--- src/rtl/lint_2_axi_pkg.sv ---
// Shared types and constants for the LINT-to-AXI multi-outstanding bridge.
// Latency: n/a (declarations only).
// Backpressure: n/a (declarations only).
package lint_2_axi_pkg;

  // Which AXI direction currently owns the bridge; mixing is never allowed in flight.
  typedef enum logic [1:0] {
    IDLE = 2'd0,
    RD   = 2'd1,
    WR   = 2'd2
  } dir_state_e;

  localparam logic [2:0] AXI_SIZE_WORD   = 3'b010;
  localparam logic [1:0] AXI_BURST_FIXED = 2'b00;

  // Number of address bits selecting a 32-bit lane inside one AXI beat (0 for 32-bit AXI).
  function automatic int lane_idx_width(input int axi_data_width);
    int w;
    w = 0;
    if (axi_data_width > 32) w = $clog2(axi_data_width / 32);
    return w;
  endfunction

endpackage

--- src/rtl/lint_2_axi_trk_fifo.sv ---
// In-order tracker of accepted requests waiting for their AXI response.
// Latency: a pushed entry reaches head on the next cycle (no fall-through).
// Backpressure: caller must not push when full nor pop when empty; a same-cycle pop does not clear full.
module lint_2_axi_trk_fifo #(
  parameter int DEPTH = 4,
  parameter int DW    = 8,
  localparam int CNT_W = $clog2(DEPTH + 1)
) (
  input  logic             clk,
  input  logic             rst_n,
  input  logic             push,
  input  logic [DW-1:0]    push_data,
  input  logic             pop,
  output logic [DW-1:0]    head,
  output logic             full,
  output logic             empty,
  output logic [CNT_W-1:0] count
);

  localparam int PTR_W = (DEPTH > 1) ? $clog2(DEPTH) : 1;

  logic [DW-1:0]    mem [DEPTH];
  logic [PTR_W-1:0] wr_ptr;
  logic [PTR_W-1:0] rd_ptr;

  // Pointers wrap at DEPTH so non-power-of-two depths work.
  function automatic logic [PTR_W-1:0] ptr_inc(input logic [PTR_W-1:0] p);
    return (p == PTR_W'(DEPTH - 1)) ? '0 : p + 1'b1;
  endfunction

  // Pointer and occupancy bookkeeping.
  always_ff @(posedge clk) begin
    if (!rst_n) begin
      wr_ptr <= '0;
      rd_ptr <= '0;
      count  <= '0;
    end else begin
      if (push) wr_ptr <= ptr_inc(wr_ptr);
      if (pop)  rd_ptr <= ptr_inc(rd_ptr);
      case ({push, pop})
        2'b10:   count <= count + 1'b1;
        2'b01:   count <= count - 1'b1;
        default: count <= count;
      endcase
    end
  end

  // Entry storage; contents are don't-care until pushed, so no reset.
  always_ff @(posedge clk) begin
    if (push) mem[wr_ptr] <= push_data;
  end

  assign head  = mem[rd_ptr];
  assign full  = (count == CNT_W'(DEPTH));
  assign empty = (count == '0);

endmodule

--- src/rtl/lint_2_axi_mo.sv ---
// LINT request/response to single-ID AXI4 master bridge with up to MAX_OUTSTANDING requests in flight.
// Latency: grant on AR handshake or on completion of both AW and W; LINT response 1 cycle after the R/B handshake.
// Backpressure: no grant (and no AXI valid) while the tracker is full or the other direction is in flight; R/B ready only when the tracker head expects that channel.
// Optional: define LINT2AXI_ERR_CNT_EN to add err_cnt_o, a saturating count of error responses.
module lint_2_axi_mo
  import lint_2_axi_pkg::*;
#(
  parameter int ADDR_WIDTH      = 32,
  parameter int AXI_DATA_WIDTH  = 64,
  parameter int BE_WIDTH        = 4,
  parameter int ID_WIDTH        = 16,
  parameter int AUX_WIDTH       = 10,
  parameter int AXI_ID_WIDTH    = 5,
  parameter int USER_WIDTH      = 10,
  parameter int MAX_OUTSTANDING = 4
) (
  input  logic                        clk_i,
  input  logic                        rst_ni,
  input  logic                        data_req_i,
  input  logic [ADDR_WIDTH-1:0]       data_addr_i,
  input  logic                        data_we_i,
  input  logic [31:0]                 data_wdata_i,
  input  logic [BE_WIDTH-1:0]         data_be_i,
  input  logic [ID_WIDTH-1:0]         data_ID_i,
  input  logic [AUX_WIDTH-1:0]        data_aux_i,
  output logic                        data_gnt_o,
  output logic                        data_rvalid_o,
  output logic [31:0]                 data_rdata_o,
  output logic                        data_ropc_o,
  output logic [ID_WIDTH-1:0]         data_rID_o,
  output logic [AUX_WIDTH-1:0]        data_raux_o,
  output logic [AXI_ID_WIDTH-1:0]     aw_id_o,
  output logic [ADDR_WIDTH-1:0]       aw_addr_o,
  output logic [7:0]                  aw_len_o,
  output logic [2:0]                  aw_size_o,
  output logic [1:0]                  aw_burst_o,
  output logic                        aw_lock_o,
  output logic [3:0]                  aw_cache_o,
  output logic [2:0]                  aw_prot_o,
  output logic [3:0]                  aw_region_o,
  output logic [3:0]                  aw_qos_o,
  output logic [USER_WIDTH-1:0]       aw_user_o,
  output logic                        aw_valid_o,
  input  logic                        aw_ready_i,
  output logic [AXI_DATA_WIDTH-1:0]   w_data_o,
  output logic [AXI_DATA_WIDTH/8-1:0] w_strb_o,
  output logic                        w_last_o,
  output logic [USER_WIDTH-1:0]       w_user_o,
  output logic                        w_valid_o,
  input  logic                        w_ready_i,
  input  logic [AXI_ID_WIDTH-1:0]     b_id_i,
  input  logic [1:0]                  b_resp_i,
  input  logic [USER_WIDTH-1:0]       b_user_i,
  input  logic                        b_valid_i,
  output logic                        b_ready_o,
  output logic [AXI_ID_WIDTH-1:0]     ar_id_o,
  output logic [ADDR_WIDTH-1:0]       ar_addr_o,
  output logic [7:0]                  ar_len_o,
  output logic [2:0]                  ar_size_o,
  output logic [1:0]                  ar_burst_o,
  output logic                        ar_lock_o,
  output logic [3:0]                  ar_cache_o,
  output logic [2:0]                  ar_prot_o,
  output logic [3:0]                  ar_region_o,
  output logic [3:0]                  ar_qos_o,
  output logic [USER_WIDTH-1:0]       ar_user_o,
  output logic                        ar_valid_o,
  input  logic                        ar_ready_i,
`ifdef LINT2AXI_ERR_CNT_EN
  output logic [15:0]                 err_cnt_o,
`endif
  input  logic [AXI_ID_WIDTH-1:0]     r_id_i,
  input  logic [AXI_DATA_WIDTH-1:0]   r_data_i,
  input  logic [1:0]                  r_resp_i,
  input  logic                        r_last_i,
  input  logic [USER_WIDTH-1:0]       r_user_i,
  input  logic                        r_valid_i,
  output logic                        r_ready_o
);

  localparam int LANE_W  = lane_idx_width(AXI_DATA_WIDTH);
  localparam int LANE_WE = (LANE_W > 0) ? LANE_W : 1;
  localparam int N_LANES = AXI_DATA_WIDTH / 32;
  localparam int STRB_W  = AXI_DATA_WIDTH / 8;
  localparam int CNT_W   = $clog2(MAX_OUTSTANDING + 1);

  typedef struct packed {
    logic                 we;
    logic [ID_WIDTH-1:0]  id;
    logic [AUX_WIDTH-1:0] aux;
    logic [LANE_WE-1:0]   lane;
  } trk_entry_t;

  if (AXI_DATA_WIDTH != 32 && AXI_DATA_WIDTH != 64 && AXI_DATA_WIDTH != 128) begin : g_bad_dw
    $error("lint_2_axi_mo: AXI_DATA_WIDTH must be 32, 64 or 128");
  end
  if (MAX_OUTSTANDING < 1) begin : g_bad_depth
    $error("lint_2_axi_mo: MAX_OUTSTANDING must be at least 1");
  end
  if (BE_WIDTH != 4) begin : g_bad_be
    $error("lint_2_axi_mo: BE_WIDTH must be 4 (32-bit LINT data)");
  end

  dir_state_e        state, state_nxt;
  logic              dir_ok, ok;
  logic              rd_gnt, wr_gnt, gnt;
  logic              aw_hs, w_hs, r_hs, b_hs;
  logic              aw_done, w_done;
  logic              fifo_full, fifo_empty;
  logic [CNT_W-1:0]  fifo_count;
  logic [LANE_WE-1:0] req_lane;
  trk_entry_t        push_entry, head_entry;
  logic [31:0]       r_word;

  // Lane of the 32-bit word within one AXI beat.
  if (LANE_W > 0) begin : g_lane
    assign req_lane = data_addr_i[LANE_W+1:2];
  end else begin : g_no_lane
    assign req_lane = '0;
  end

  // Direction state register.
  always_ff @(posedge clk_i) begin
    if (!rst_ni) state <= IDLE;
    else         state <= state_nxt;
  end

  // Direction next state: claim on first grant, release once drained with nothing new granted.
  always_comb begin
    state_nxt = state;
    case (state)
      IDLE: begin
        if (rd_gnt)      state_nxt = RD;
        else if (wr_gnt) state_nxt = WR;
      end
      RD, WR: if (fifo_count == '0 && !gnt) state_nxt = IDLE;
      default: state_nxt = IDLE;
    endcase
  end

  // Direction output: which request kind may currently be issued.
  always_comb begin
    dir_ok = 1'b0;
    case (state)
      IDLE:    dir_ok = 1'b1;
      RD:      dir_ok = !data_we_i;
      WR:      dir_ok = data_we_i;
      default: dir_ok = 1'b0;
    endcase
  end

  assign ok     = rst_ni & data_req_i & !fifo_full & dir_ok;
  assign ar_valid_o = ok & !data_we_i;
  assign aw_valid_o = ok & data_we_i & !aw_done;
  assign w_valid_o  = ok & data_we_i & !w_done;
  assign aw_hs  = aw_valid_o & aw_ready_i;
  assign w_hs   = w_valid_o & w_ready_i;
  assign rd_gnt = ar_valid_o & ar_ready_i;
  assign wr_gnt = ok & data_we_i & (aw_done | aw_hs) & (w_done | w_hs);
  assign gnt    = rd_gnt | wr_gnt;
  assign data_gnt_o = gnt;

  // Remember a lone AW or W handshake so that channel is not re-issued while the other waits.
  always_ff @(posedge clk_i) begin
    if (!rst_ni) begin
      aw_done <= 1'b0;
      w_done  <= 1'b0;
    end else if (wr_gnt) begin
      aw_done <= 1'b0;
      w_done  <= 1'b0;
    end else begin
      if (aw_hs) aw_done <= 1'b1;
      if (w_hs)  w_done  <= 1'b1;
    end
  end

  assign push_entry = '{we: data_we_i, id: data_ID_i, aux: data_aux_i, lane: req_lane};

  lint_2_axi_trk_fifo #(
    .DEPTH (MAX_OUTSTANDING),
    .DW    ($bits(trk_entry_t))
  ) u_trk_fifo (
    .clk       (clk_i),
    .rst_n     (rst_ni),
    .push      (gnt),
    .push_data (push_entry),
    .pop       (r_hs | b_hs),
    .head      (head_entry),
    .full      (fifo_full),
    .empty     (fifo_empty),
    .count     (fifo_count)
  );

  // Only accept the response channel the oldest outstanding request is waiting for.
  assign r_ready_o = rst_ni & !fifo_empty & !head_entry.we;
  assign b_ready_o = rst_ni & !fifo_empty & head_entry.we;
  assign r_hs = r_valid_i & r_ready_o;
  assign b_hs = b_valid_i & b_ready_o;

  // Pick the 32-bit word of the R beat that the tracked address pointed at.
  always_comb begin
    r_word = r_data_i[31:0];
    for (int k = 1; k < N_LANES; k++) begin
      if (head_entry.lane == LANE_WE'(k)) r_word = r_data_i[32*k +: 32];
    end
  end

  // LINT response: one-cycle pulse per popped entry, fields hold between responses.
  always_ff @(posedge clk_i) begin
    if (!rst_ni) begin
      data_rvalid_o <= 1'b0;
      data_rdata_o  <= '0;
      data_ropc_o   <= 1'b0;
      data_rID_o    <= '0;
      data_raux_o   <= '0;
    end else if (r_hs || b_hs) begin
      data_rvalid_o <= 1'b1;
      data_rdata_o  <= r_hs ? r_word : 32'h0;
      data_ropc_o   <= r_hs ? r_resp_i[1] : b_resp_i[1];
      data_rID_o    <= head_entry.id;
      data_raux_o   <= head_entry.aux;
    end else begin
      data_rvalid_o <= 1'b0;
    end
  end

`ifdef LINT2AXI_ERR_CNT_EN
  logic resp_err;
  assign resp_err = (r_hs & r_resp_i[1]) | (b_hs & b_resp_i[1]);

  // Saturating count of SLVERR/DECERR responses accepted.
  always_ff @(posedge clk_i) begin
    if (!rst_ni)                                err_cnt_o <= '0;
    else if (resp_err && err_cnt_o != 16'hFFFF) err_cnt_o <= err_cnt_o + 16'd1;
  end
`endif

  // Write data is replicated on every lane; strobes enable only the addressed lane.
  assign w_data_o = {N_LANES{data_wdata_i}};
  assign w_strb_o = STRB_W'(data_be_i) << {req_lane, 2'b00};

  assign aw_addr_o   = data_addr_i;
  assign ar_addr_o   = data_addr_i;
  assign aw_id_o     = '0;
  assign ar_id_o     = '0;
  assign aw_len_o    = '0;
  assign ar_len_o    = '0;
  assign aw_size_o   = AXI_SIZE_WORD;
  assign ar_size_o   = AXI_SIZE_WORD;
  assign aw_burst_o  = AXI_BURST_FIXED;
  assign ar_burst_o  = AXI_BURST_FIXED;
  assign aw_lock_o   = 1'b0;
  assign ar_lock_o   = 1'b0;
  assign aw_cache_o  = '0;
  assign ar_cache_o  = '0;
  assign aw_prot_o   = '0;
  assign ar_prot_o   = '0;
  assign aw_region_o = '0;
  assign ar_region_o = '0;
  assign aw_qos_o    = '0;
  assign ar_qos_o    = '0;
  assign aw_user_o   = '0;
  assign ar_user_o   = '0;
  assign w_user_o    = '0;
  assign w_last_o    = 1'b1;

  // Single-ID, single-beat traffic: returned IDs, user bits, last and resp[0] carry nothing we need.
  logic unused_inputs;
  assign unused_inputs = ^{b_id_i, b_user_i, r_id_i, r_user_i, r_last_i, r_resp_i[0], b_resp_i[0]};

endmodule
--- config.mk ---
export PLATFORM = sky130hd
export DESIGN_NAME = lint_2_axi_mo
export DESIGN_NICKNAME = d
export VERILOG_FILES = /design/src/rtl/lint_2_axi_pkg.sv /design/src/rtl/lint_2_axi_trk_fifo.sv /design/src/rtl/lint_2_axi_mo.sv
export SDC_FILE = /design/constraint.sdc
export NUM_CORES = 1
export LEC_CHECK = 0
export ABC_AREA = 1
export BUFFER_PORTS_ARGS = -buffer_cell sky130_fd_sc_hd__clkbuf_2
export CORE_AREA = 4 4 193 195
export CTS_BUF_LIST = sky130_fd_sc_hd__clkbuf_2 sky130_fd_sc_hd__clkbuf_4 sky130_fd_sc_hd__clkbuf_8
export DETAILED_ROUTE_END_ITERATION = 7
export DIE_AREA = 0 0 197 199
export MAX_ROUTING_LAYER = met4
export PLACE_DENSITY = 0.5
export REMOVE_ABC_BUFFERS = 1
export SKIP_LAST_GASP = 1
export SYNTH_ARGS = -nofsm -noshare
export SYNTH_HDL_FRONTEND = slang
export SYNTH_HIERARCHICAL = 1
export SYNTH_SLANG_ARGS = --single-unit
--- constraint.sdc ---
create_clock -name clk_i -period 2.34 [get_ports clk_i]
set_input_delay 0.351 -clock clk_i [delete_from_list [all_inputs] [get_ports clk_i]]
set_output_delay 0.351 -clock clk_i [all_outputs]
set_load 0.01 [all_outputs]
# Word level (Yosys, flattened, before mapping)
# Memory sizes are Yosys's and may differ from the RTL's. A register that Yosys moved wholly into a read port is not among the register bits.
# Cells that the tools add are included.
[totals]
reg_bits = 71
ramBits = 112
input_bits = 202
output_inout_bits = 301
elab_cells = 79
n_memories = 1
[mem_list]
columns = ["memory", "depth", "width", "rd", "rd_clocked_by_memory_dff", "write_ports", "line_no", "text"]
rows = [
  ["u_trk_fifo.mem", 4, 28, 1, 1, 1, "lint_2_axi_trk_fifo.sv:22", "logic [DW-1:0] mem [DEPTH];"],
]
[classes]
n_addsub = 4
n_eq_ne = 9
n_shift = 1
mux = 16
n_bitwise = 22
n_reduce_logical = 15
[op_table]
columns = ["op", "count"]
rows = [
  ["2-to-1 mux 32 bit", 2],
  ["bitwise AND 1 bit", 17],
  ["2-to-1 mux 2 bit", 7],
  ["equality test 2 bit, second input constant", 4],
  ["left shift 4 x 3 -> 8 bit", 1],
  ["zero test 1 bit", 7],
  ["case mux 3 bit (2 select lines)", 1],
  ["adder 2 x 1 -> 2 bit, second input constant", 2],
  ["equality test 2 x 1 -> 1 bit, second input constant", 2],
  ["2-to-1 mux 1 bit", 4],
  ["bitwise OR 1 bit", 4],
  ["case mux 2 bit (2 select lines)", 1],
  ["OR reduction 2 bit", 2],
  ["adder 3 x 1 -> 3 bit, second input constant", 1],
  ["equality test 3 bit, second input constant", 1],
  ["zero test 3 bit", 1],
  ["!= test 3 bit, second input constant", 1],
  ["case mux 1 bit (3 select lines)", 1],
  ["subtractor 3 x 1 -> 3 bit, second input constant", 1],
  ["zero test 2 bit", 1],
  ["!= test 2 bit, second input constant", 1],
  ["AND reduction 2 bit", 1],
  ["nonzero test 2 bit", 1],
  ["logical AND 1 bit", 1],
  ["2 further kinds", 2],
]

# Depth between registers and ports, before layout
# Gate-level depths: netlist of the first run.
[logic_depth]
ltp_word = 15
mapped_depth = 19
mapped_depth_nobuf = 19

# Cells and area by module
# Netlist of the first run, hierarchy kept.
[by_module_without_submodules]
columns = ["mod", "n_inst", "cells_per_inst", "area_each_um2", "seq_area_each_um2"]
rows = [
  ["lint_2_axi_trk_fifo", 1, 331, 4616.9, 3543.4],
  ["lint_2_axi_mo", 1, 595, 4600.7, 1281.2],
]

# Least setup slack after synthesis of the first run
# OpenSTA, ideal clock, no wires.
[synth_timing]
kind = "reg2reg"
startpoint = "register (tool-made name)"
endpoint = "register u_trk_fifo.count[2]"
setup_time_ps = 110
arrival_time_ps = 2609
t_required_ps = 2230
slack_ps = -378
stages_incl_launch_ff = 18
path_buffers = 3
synth_period_minus_slack_ps = 2718
path_cell_list = "dfxtp_1 buf_6 clkbuf_1 o21ai_0 o22ai_1 nor3b_2 nand2_1 nand2_4 buf_4 ha_1 inv_1 fa_1 inv_1 nand2_1 nand3_1 nand2_1 inv_1 nor2_1"
[synth_lines]
columns = ["item", "line_no", "text"]
rows = [
  ["end signal, assigned", "lint_2_axi_trk_fifo.sv:41", "2'b10: count <= count + 1'b1;"],
  ["end signal, assigned", "lint_2_axi_trk_fifo.sv:42", "2'b01: count <= count - 1'b1;"],
  ["end signal, assigned", "lint_2_axi_trk_fifo.sv:43", "default: count <= count;"],
  ["end, declared", "lint_2_axi_trk_fifo.sv:17", "output logic [CNT_W-1:0] count"],
]

# Worst setup path in the final report of the first run
[layout_timing]
startpoint = "register u_trk_fifo.count[0]"
endpoint = "output data_gnt_o"
[layout_between]
elab_chain_cells = 11
word_cells_on_any_way = 16
classes_between = "eq/ne: 1; bitwise: 14; reduce/logical: 1"
[layout_lines]
columns = ["item", "line_no", "text"]
rows = [
  ["equality test 3 bit *", "lint_2_axi_trk_fifo.sv:54", "assign full = (count == CNT_W'(DEPTH));"],
  ["named net fifo_full", "lint_2_axi_mo.sv:109", "logic fifo_full, fifo_empty;"],
  ["zero test 1 bit *", "lint_2_axi_mo.sv:152", "assign ok = rst_ni & data_req_i & !fifo_full & dir_ok;"],
  ["bitwise AND 1 bit * (2 in a row)", "lint_2_axi_mo.sv:152", ""],
  ["bitwise AND 1 bit", "lint_2_axi_mo.sv:154, lint_2_axi_mo.sv:155, lint_2_axi_mo.sv:159", ""],
  ["bitwise AND 1 bit", "lint_2_axi_mo.sv:154", "assign aw_valid_o = ok & data_we_i & !aw_done;"],
  ["bitwise AND 1 bit", "lint_2_axi_mo.sv:156", "assign aw_hs = aw_valid_o & aw_ready_i;"],
  ["bitwise OR 1 bit", "lint_2_axi_mo.sv:159", "assign wr_gnt = ok & data_we_i & (aw_done | aw_hs) & (w_done | w_hs);"],
  ["bitwise AND 1 bit (2 in a row)", "lint_2_axi_mo.sv:159", ""],
  ["bitwise OR 1 bit *", "lint_2_axi_mo.sv:160", "assign gnt = rd_gnt | wr_gnt;"],
  ["end, declared", "lint_2_axi_mo.sv:26", "output logic data_gnt_o,"],
]
# The timed path passes the listed nets; every way through them passes the cells marked *.

==> reports/metrics.yaml, run 1 <==
ant_nets: 0
critPathMaxFanout: 5
route.met3.wl_um: 4110
grt_max_degree: 55
synth_top_cells_by_area: "edfxtp_1 (36%), buf_4 (19%), dfxtp_1 (16%)"
synth_top_cell_by_area: "edfxtp_1"
synth.avg_cell_area_um2: 9.95
drt_drc_violations_left: 0
pwr_density_cell_nw_per_um2: 688
p_leak_nw: 4.17
drt-wirelength-per-cell_um: 23.2
floorplan.io_pins: 503
critPathCaptureType: "primary output"
die_height_um: 199
die_area_um2: 39200
final.setup_skew_ns: 0.0213
core-area_um2: 35400
dr.first_iter.drc_count: 238
cts_tree: "yes"
placement_rows: 69
synth.lib_cells_used.distinct: 33
synth_top_cell_area_share_pct: 36.5
met2WireLength_um: 17400
flow.area_growth_from_synthesis_pct: 8.40
global_route.overflow_total: 0
layout.cell_area.non_filler_um2: 9990
status: "complete, no violations"
fill_cells: 3708
netlist_top_cells_count: "buf_4 (230), nor2_1 (123), edfxtp_1 (112)"
max_cap_violations: 0
synthFlopType: "edfxtp_1"
clkSlewWorstSetupHoldPaths_ns: 0.12
drt_pass1_iterations: 4
grt_first_pass_wirelength_um: 44600
synthesis.instances: 926
count_of_flip_flops_with_a_built_in_enable_after_synthesis: 112
period_share_pct: 93.7
final_layout_size_suffix_gt1_share_pct: 31.5
critical_path_class: "flop to primary output"
synth.most_common_cell: "buf_4"
worst-endpoint-arrival_ns: 1.84
synth.cell_area_um2: 9220
max-clock-path-buffers: 2
clk-insertion-delay-late_ns: 0.51
place.detailed.hpwl_um: 26500
placed_cell_area_um2: 9490
antenna_found_initial: 8
final_hold_viol_count: 0
detail_route.wirelength.met1_um: 11300
worst_setup_path_start_kind: "flop"
final_util_pct: 28.2
totalPowerFinal_mw: 6.88
floorplan.initialDensity_pct: 26.0
ctsHtreeMaxLevel: 4
vias: 6196
peakVddDrop_v: 0.000383
topRoutingLayerUsed: "met4"
floorplan.die.width_um: 197
clock-root-buffer: "clkbuf_8"
gpl.final_weighted_congestion: 0.781
grtUsageTotal_pct: 17.1
postSynth.asyncResetShare_pct: 0
grt_pass1_vias: 5659
seq_area_frac_synth_pct: 52.3
ys.warnings.count: 6
yosys_register_bits: 185
viasPerCell: 4.22
hold_path_class: "primary input to flop"
io_buffers: 181
layout_min_cycle_time_ns: 2.19
final_nets: 1202
postRouteWirelength_um: 34100
critPathRequiredTime_ns: 1.99
max_clock_freq_mhz: 456
setup_viol: 0
slew_viol_final: 0
cts_hold_buf: 0
tritoncts.num_buffers: 17
clkSinkCount: 185
-- kinds of logic (layout without fill, tap and decap cells) --
| logic type | Yosys count | in the layout | synth area share, % |
|---|---|---|---|
| other | 2 | 102 | 0.0815 |
| and+or+nand+nor | 237 | 237 | 10.7 |
| muxes | 32 | 32 | 3.91 |
| DFF | 185 | 185 | 52.3 |
| AOI/OAI and AO/OA | 157 | 157 | 9.16 |
| adders and majority gates | 8 | 8 | 1.17 |
| buffers and inverters | 305 | 287 | 22.7 |
-- state kept, by name, summed over array words and instances, names as in the netlist, named ones only --
register,flops
aw_done,1
data_rID_o,16
data_raux_o,10
data_rdata_o,32
data_ropc_o,1
data_rvalid_o,1
state,2
u_trk_fifo/count,3
u_trk_fifo/mem,112
u_trk_fifo/rd_ptr,2
u_trk_fifo/wr_ptr,2
w_done,1
-- report_power, final --
group | switching, mW | internal, mW
registers | 0.0477 | 3.54
clock network | 1.35 | 0.906
logic | 0.632 | 0.401
-- critical path: stages (launching register included) --
cell and delay, ns:
dfxtp_1 0.39, nor3_4 0.07, inv_1 0.05, nand3_1 0.09, buf_4 0.16, nor3_4 0.17, nand2_2 0.09, nand2_2 0.09
buf_6 0.11, clkbuf_2 0.13
-- routing by layer --
metal | track usage [%] | up-vias
met5 | - | -
met4 | 6.70 | 0
met3 | 9.67 | 39
met2 | 29.3 | 404
met1 | 15.8 | 2856
li1 | - | 2897
-- cell usage in the layout, fill, tap and decap left out, types with 2 or more instances in the layout --
master and instances:
a21oi_1 39, a21oi_2 2, buf_12 9, buf_4 22, buf_6 4, clkbuf_2 181, clkbuf_8 17, clkinv_4 2
clkinv_8 2, conb_1 99, dfxtp_1 69, dfxtp_2 3, diode_2 3, edfxtp_1 112, ha_1 6, inv_1 33
inv_2 5, inv_6 3, inv_8 5, mux2_2 32, nand2_1 85, nand2_2 11, nand3_1 4, nand3_2 2
nor2_1 122, nor2_2 2, nor3_1 4, nor3_4 3, o21ai_0 71, o21ai_1 16, o22ai_1 26
-- metrics by stage --
| step | hold WS, ns | worst slack (ns) | std cells | setup TNS, ns |
|---|---|---|---|---|
| floorplan | 0.450 | -1.38 | 757 | -77.03 |
| global placement | 0.450 | 0.0375 | 1431 | 0 |
| detailed placement | 0.453 | -0.00997 | 1431 | -0.0154 |
| CTS | 0.0200 | 0.0136 | 1463 | 0 |
| global route | 0.0297 | -0.00790 | 1468 | -0.0121 |
| finish | 0.0667 | 0.148 | 1469 | 0 |
-- worst paths after layout --
check,start,endpoint,slack [ns],cells past startpoint
min,data_ID_i[2],u_trk_fifo/mem[3][13],0.07,1
max reg2reg,flop,data_rdata_o[18],0.16,8
max,u_trk_fifo/count[0],data_gnt_o,0.15,9
min reg2reg,data_rdata_o[1],data_rdata_o[1],0.47,2
-- repair_timing --
action,CTS,global route
resized for setup,2,19
pin swaps,0,3
setup endpoints to repair,26,49
endpoints found under the hold margin,0,0
buffers inserted,0,3
-- final cells by class --
class                           count  area [um2]  share of cell area (%)
Antenna cell                        3        7.51                  0.0751
Clock buffer                       17         234                    2.34
Clock inverter                     15         174                    1.74
Inverter                           39         146                    1.47
Multi-Input combinational cell    533        2730                    27.3
Sequential cell                   185        4830                    48.4
Tap cell                          461         577                    5.77
Timing Repair Buffer              216        1300                    13.0
Note: power is estimated with default switching activity, not from simulation.
==> run 2: changes to the inputs <==
--- a/config.mk
+++ b/config.mk
@@ -8,8 +8,10 @@
 export ABC_AREA = 1
 export BUFFER_PORTS_ARGS = -buffer_cell sky130_fd_sc_hd__clkbuf_2
+export CAP_MARGIN = 20
 export CORE_AREA = 4 4 193 195
 export CTS_BUF_LIST = sky130_fd_sc_hd__clkbuf_2 sky130_fd_sc_hd__clkbuf_4 sky130_fd_sc_hd__clkbuf_8
 export DETAILED_ROUTE_END_ITERATION = 7
 export DIE_AREA = 0 0 197 199
+export HOLD_SLACK_MARGIN = 0.08
 export MAX_ROUTING_LAYER = met4
 export PLACE_DENSITY = 0.5
==> constraint.sdc (replaced) <==
create_clock -name clk_i -period 2.34 [get_ports clk_i]
set_input_delay 0.117 -clock clk_i [delete_from_list [all_inputs] [get_ports clk_i]]
set_output_delay 0.117 -clock clk_i [all_outputs]
set_load 0.01 [all_outputs]
==> reports/metrics.yaml, run 2 (synthesis results as in run 1) <==
worst_setup_path_start_kind: "flop"
grt_pass1_vias: 6261  # +11%
ant_nets: 0  # unchanged
clkSinkCount: 185  # unchanged
biggestRegsByFlops: "u_trk_fifo/mem x112, data_rdata_o x32, data_rID_o x16"
mostFrequentLayoutCell: "clkbuf_2"
max-clock-path-buffers: 2  # unchanged
postRouteWirelength_um: 34600  # +1.6%
setup_viol: 0  # unchanged
status: "complete, no violations"
floorplan.initialDensity_pct: 26.0  # unchanged
fill_cells: 3699  # -0.24%
critPathMaxFanout: 15  # +10
cts_tree: "yes"
placed_cell_area_um2: 9440  # -0.50%
flow.area_growth_from_synthesis_pct: 18.4
antenna_found_initial: 5  # -3
peakVddDrop_v: 0.000328  # -14%
layout.cell_area.non_filler_um2: 10900  # +9.2%
setup_repair_after_global_routing_missed_its_margin: "yes"
final_layout_size_suffix_gt1_share_pct: 27.9  # -3.7 points
vias: 6619  # +6.8%
grtUsageTotal_pct: 17.4  # +0.34 points
max_cap_violations: 0  # unchanged
clkSlewWorstSetupHoldPaths_ns: 0.11  # about the same
die_area_um2: 39200  # unchanged
clock-root-buffer: "clkbuf_8"
final_util_pct: 30.8  # +2.6 points
grt_first_pass_wirelength_um: 46100  # +3.4%
drt_pass1_iterations: 4  # unchanged
ctsHtreeMaxLevel: 4  # unchanged
drt_drc_violations_left: 0  # unchanged
slew_viol_final: 0  # unchanged
clk-insertion-delay-late_ns: 0.50  # about the same
global_route.overflow_total: 0  # unchanged
layout_min_cycle_time_ns: 2.22  # +0.0261 ns
drt-wirelength-per-cell_um: 22.1  # -4.7%
floorplan.die.width_um: 197  # unchanged
dr.first_iter.drc_count: 246  # +3.4%
most_frequent_cells_in_the_layout: "clkbuf_2 (181), nor2_1 (123), edfxtp_1 (112)"
place.detailed.hpwl_um: 26400  # -0.21%
core-area_um2: 35400  # unchanged
largest_register: "u_trk_fifo/mem"
hold_path_class: "primary input to flop"
viasPerCell: 4.23  # +0.27%
final.setup_skew_ns: 0.0177  # -0.00360 ns
die_height_um: 199  # unchanged
max_clock_freq_mhz: 451  # -1.2%
period_share_pct: 94.8  # +1.1 points
placement_rows: 69  # unchanged
tritoncts.num_buffers: 17  # unchanged
gpl.final_weighted_congestion: 0.786  # +0.63%
largest_reg_flops: 112  # unchanged
pwr_density_cell_nw_per_um2: 638  # -7.4%
hold-worst-slack_ns: 0.158  # +0.0914 ns
p_leak_nw: 4.56  # +9.4%
grt_max_degree: 55  # unchanged
critical_path_class: "flop to flop"
floorplan.io_pins: 503  # unchanged
critPathRequiredTime_ns: 2.72  # +0.73 ns
final_nets: 1299  # +8.1%
critPathCaptureType: "flop"
final_hold_viol_count: 0  # unchanged
io_buffers: 181  # unchanged
worst-endpoint-arrival_ns: 2.60  # +0.76 ns
[run 2: changes by cell type in the layout (fill, tap and decap cells not counted), sizes merged]
cell / delta
dlygate4sd3: +102
bufinv: -1
buf: -5
clkinv: +2
inv: -1
diode: -1
[run 2: timing repair]
| item | CTS | global route |
|---|---|---|
| gates resized for setup | 0 | 9 |
| buffers inserted | 0 | 1 |
| setup endpoints to repair | 0 | 53 |
| hold endpoints to repair | 146 | 0 |
| hold buffers | 102 | 0 |
[run 2: layer usage]
| metal | global-route usage (%) | wire length [um] |
|---|---|---|
| met5 | - | 0 |
| met3 | 9.54 | 4200 |
| met2 | 30.0 | 17300 |
| met4 | 7.76 | 1660 |
| met1 | 15.8 | 11500 |
[run 2: critical path, cell delays in order (launching register included)]
cell	delay (ns)
dfxtp_2	0.37
o21ai_0	0.12
o22ai_2	0.27
nor3b_4	0.25
nand2_1	0.13
nand2_4	0.09
buf_4	0.23
inv_2	0.19
buf_4	0.24
nor2_1	0.14
nor2_1	0.06
[run 2: stage by stage]
step | setup WS [ns] | TNS [ns] | total power, mW | cells
after global routing | -0.0165 | -0.0165 | 7.33 | 1564
after CTS | 0.0320 | 0 | 7.06 | 1562
after floorplan | -1.38 | -76.56 | 4.23 | 757
after global placement | 0.0509 | 0 | 4.68 | 1428
after detailed placement | 0.0694 | 0 | 4.68 | 1428
final | 0.122 | 0 | 6.96 | 1565
[run 2: path summary, 6_finish.rpt]
kind | from | endpoint | slack (ns) | cells past startpoint
max reg2reg | flop | data_rID_o[11] | 0.12 | 10
min | data_addr_i[2] | u_trk_fifo/mem[3][0] | 0.16 | 1
max | flop | data_rID_o[11] | 0.12 | 10
min reg2reg | data_rdata_o[26] | data_rdata_o[26] | 0.47 | 2
[run 2: power breakdown]
group          internal [mW]  switching [mW]
logic                  0.510           0.663
clock network          0.818            1.38
registers               3.54          0.0436
[run 2: area by class of cell]
cell class,instances,area (um2),share of cell area [%]
Timing Repair Buffer,313,2240,20.6
Tap cell,461,577,5.28
Sequential cell,185,4830,44.2
Multi-Input combinational cell,533,2710,24.8
Inverter,39,146,1.34
Antenna cell,2,5.00,0.0459
Clock buffer,17,234,2.14
Clock inverter,15,173,1.58
==> run 3: changes to the inputs <==
- REMOVE_ABC_BUFFERS: 1 -> not set
==> reports/metrics.yaml, run 3 (synthesis results as in run 1) <==
drt_drc_violations_left: 0  # unchanged
worst_slew_margin_rel_pct: 61.7
critical_path.reg2reg.endpoint: "data_rdata_o[11]"
p_leak_nw: 4.61  # +0.99%
global_route.overflow_total: 0  # unchanged
floorplan.initialDensity_pct: 26.0  # unchanged
tritoncts.num_buffers: 17  # unchanged
final_hold_viol_count: 0  # unchanged
cts_tree: "yes"
mostFrequentLayoutCell: "clkbuf_2"
critPathCaptureType: "flop"
dr.first_iter.drc_count: 234  # -4.9%
critPathMaxFanout: 42  # +27
max_cap_violations: 0  # unchanged
core-area_um2: 35400  # unchanged
holdCritStartpoint: "data_req_i"
postRouteWirelength_um: 23300  # -33%
worst_pin_slew_ns: 0.574
grt_first_pass_wirelength_um: 34100  # -26%
min_to: "aw_done"
setup_viol: 0  # unchanged
antenna_found_initial: 3  # -2
critical_path_class: "flop to flop"
most_frequent_cells_in_the_layout: "clkbuf_2 (181), nor2_1 (122), edfxtp_1 (112)"
postcts_setup_bufs: 0  # unchanged
largest_reg_flops: 112  # unchanged
pwr_density_cell_nw_per_um2: 640  # +0.35%
ctsHtreeMaxLevel: 4  # unchanged
biggestRegsByFlops: "u_trk_fifo/mem x112, data_rdata_o x32, data_rID_o x16"
max-clock-path-buffers: 2  # unchanged
setup_repair_after_global_routing_missed_its_margin: "yes"
fill_cells: 3623  # -2.1%
grtUsageTotal_pct: 11.7  # -5.8 points
timing.reg2reg.worst_path_depth: 7  # -3
die_height_um: 199  # unchanged
period_share_pct: 93.2  # -1.5 points
die_area_um2: 39200  # unchanged
final_layout_size_suffix_gt1_share_pct: 28.2  # +0.38 points
placement.setup.worst_slack_ns: 0.0539  # -0.0155 ns
grt_max_degree: 51  # -7.3%
clock-root-buffer: "clkbuf_8"
floorplan.io_pins: 503  # unchanged
worst_setup_path_start_kind: "flop"
hold-path-cell-count: 8  # +7
drt-wirelength-per-cell_um: 14.9  # -33%
viasPerCell: 4.07  # -3.8%
clk-insertion-delay-late_ns: 0.49  # about the same
worst_setup_slack_final_ns: 0.159  # +0.0362 ns
place.detailed.hpwl_um: 15500  # -41%
slew_viol_final: 0  # unchanged
final.setup_skew_ns: 0.0254  # +0.00776 ns
vias: 6383  # -3.6%
gpl.final_weighted_congestion: 0.716  # -8.9%
flow.area_growth_from_synthesis_pct: 19.5
placement_rows: 69  # unchanged
clkSinkCount: 185  # unchanged
status: "complete, no violations"
floorplan.die.width_um: 197  # unchanged
worst-endpoint-arrival_ns: 2.54  # -0.06 ns
max_clock_freq_mhz: 458  # +1.7%
ant_nets: 0  # unchanged
largest_register: "u_trk_fifo/mem"
clkSlewWorstSetupHoldPaths_ns: 0.12  # about the same
r2r_setup_slack_ns: 0.16  # +0.04 ns
hold_path_class: "primary input to flop"
grt_pass1_vias: 6340  # +1.3%
peakVddDrop_v: 0.000341  # +3.8%
final_util_pct: 31.1  # +0.28 points
final_nets: 1302  # +0.23%
critPathRequiredTime_ns: 2.70  # -0.02 ns
drt_pass1_iterations: 6  # +2
layout_min_cycle_time_ns: 2.18  # -0.0362 ns
io_buffers: 181  # unchanged
==> run 3: cell types whose count changed in the layout (fill, tap and decap cells not counted), sizes merged <==
| cell | previous run | this run |
|---|---|---|
| buf | 30 | 32 |
| bufinv | 0 | 2 |
| clkinv | 8 | 7 |
| diode | 2 | 3 |
| dlygate4sd3 | 102 | 103 |
| inv | 46 | 45 |
==> run 3: worst max-delay path by stage <==
stage                          endpoint  slack [ns]
floorplan           u_trk_fifo/count[2]       -0.12
global placement    u_trk_fifo/count[2]        0.07
detailed placement      data_rdata_o[9]        0.05
CTS                 u_trk_fifo/count[2]        0.02
global route        u_trk_fifo/count[2]       -0.04
finish                 data_rdata_o[11]        0.16
==> run 3: power breakdown <==
group,internal (mW),switching [mW],total [mW],leakage [nW]
Clock,1.01,1.28,2.29,0.219
Sequential,3.54,0.0494,3.59,1.60
Combinational,0.513,0.648,1.16,2.79
==> run 3: worst max-delay path: stages, from the launching register on <==
cell and delay (ns):
dfxtp_2 0.41, buf_4 0.42, o21ai_0 0.23, o22ai_4 0.23
buf_12 0.23, mux2_2 0.36, nand2_1 0.09, a21oi_1 0.07
==> run 3: cell type report <==
class | instances | area, um2 | area share, %
Timing Repair Buffer | 316 | 2280 | 20.7
Sequential cell | 185 | 4830 | 43.8
Inverter | 39 | 149 | 1.35
Tap cell | 461 | 577 | 5.24
Multi-Input combinational cell | 533 | 2740 | 24.9
Clock buffer | 17 | 234 | 2.12
Clock inverter | 15 | 203 | 1.84
Antenna cell | 3 | 7.51 | 0.0682
==> run 3: through the flow <==
step / hold WS [ns] / setup TNS, ns / total power [mW] / area, um2 / std cells
2_1_floorplan: 0.216 / -0.178 / 4.66 / 9630 / 1023
3_3_place_gp: 0.234 / 0 / 4.68 / 9520 / 1431
3_5_place_dp: 0.234 / 0 / 4.69 / 9520 / 1431
4_1_cts: 0.203 / 0 / 7.15 / 11000 / 1566
5_1_grt: 0.234 / -0.0478 / 7.40 / 11000 / 1569
6_report: 0.229 / 0 / 7.05 / 11000 / 1569
==> run 3: repair_timing <==
action                                 CTS  global route
hold buffers                           103             0
setup endpoints to repair                0            32
resized for setup                        0             6
endpoints found under the hold margin  151             0
==> run 3: routing by layer <==
metal	track usage, %	vias up	share of wire (%)
met5	-	-	0
met4	7.83	0	6.1
li1	-	3097	-
met3	4.27	105	8.2
met2	18.5	284	48
met1	12.2	2897	38
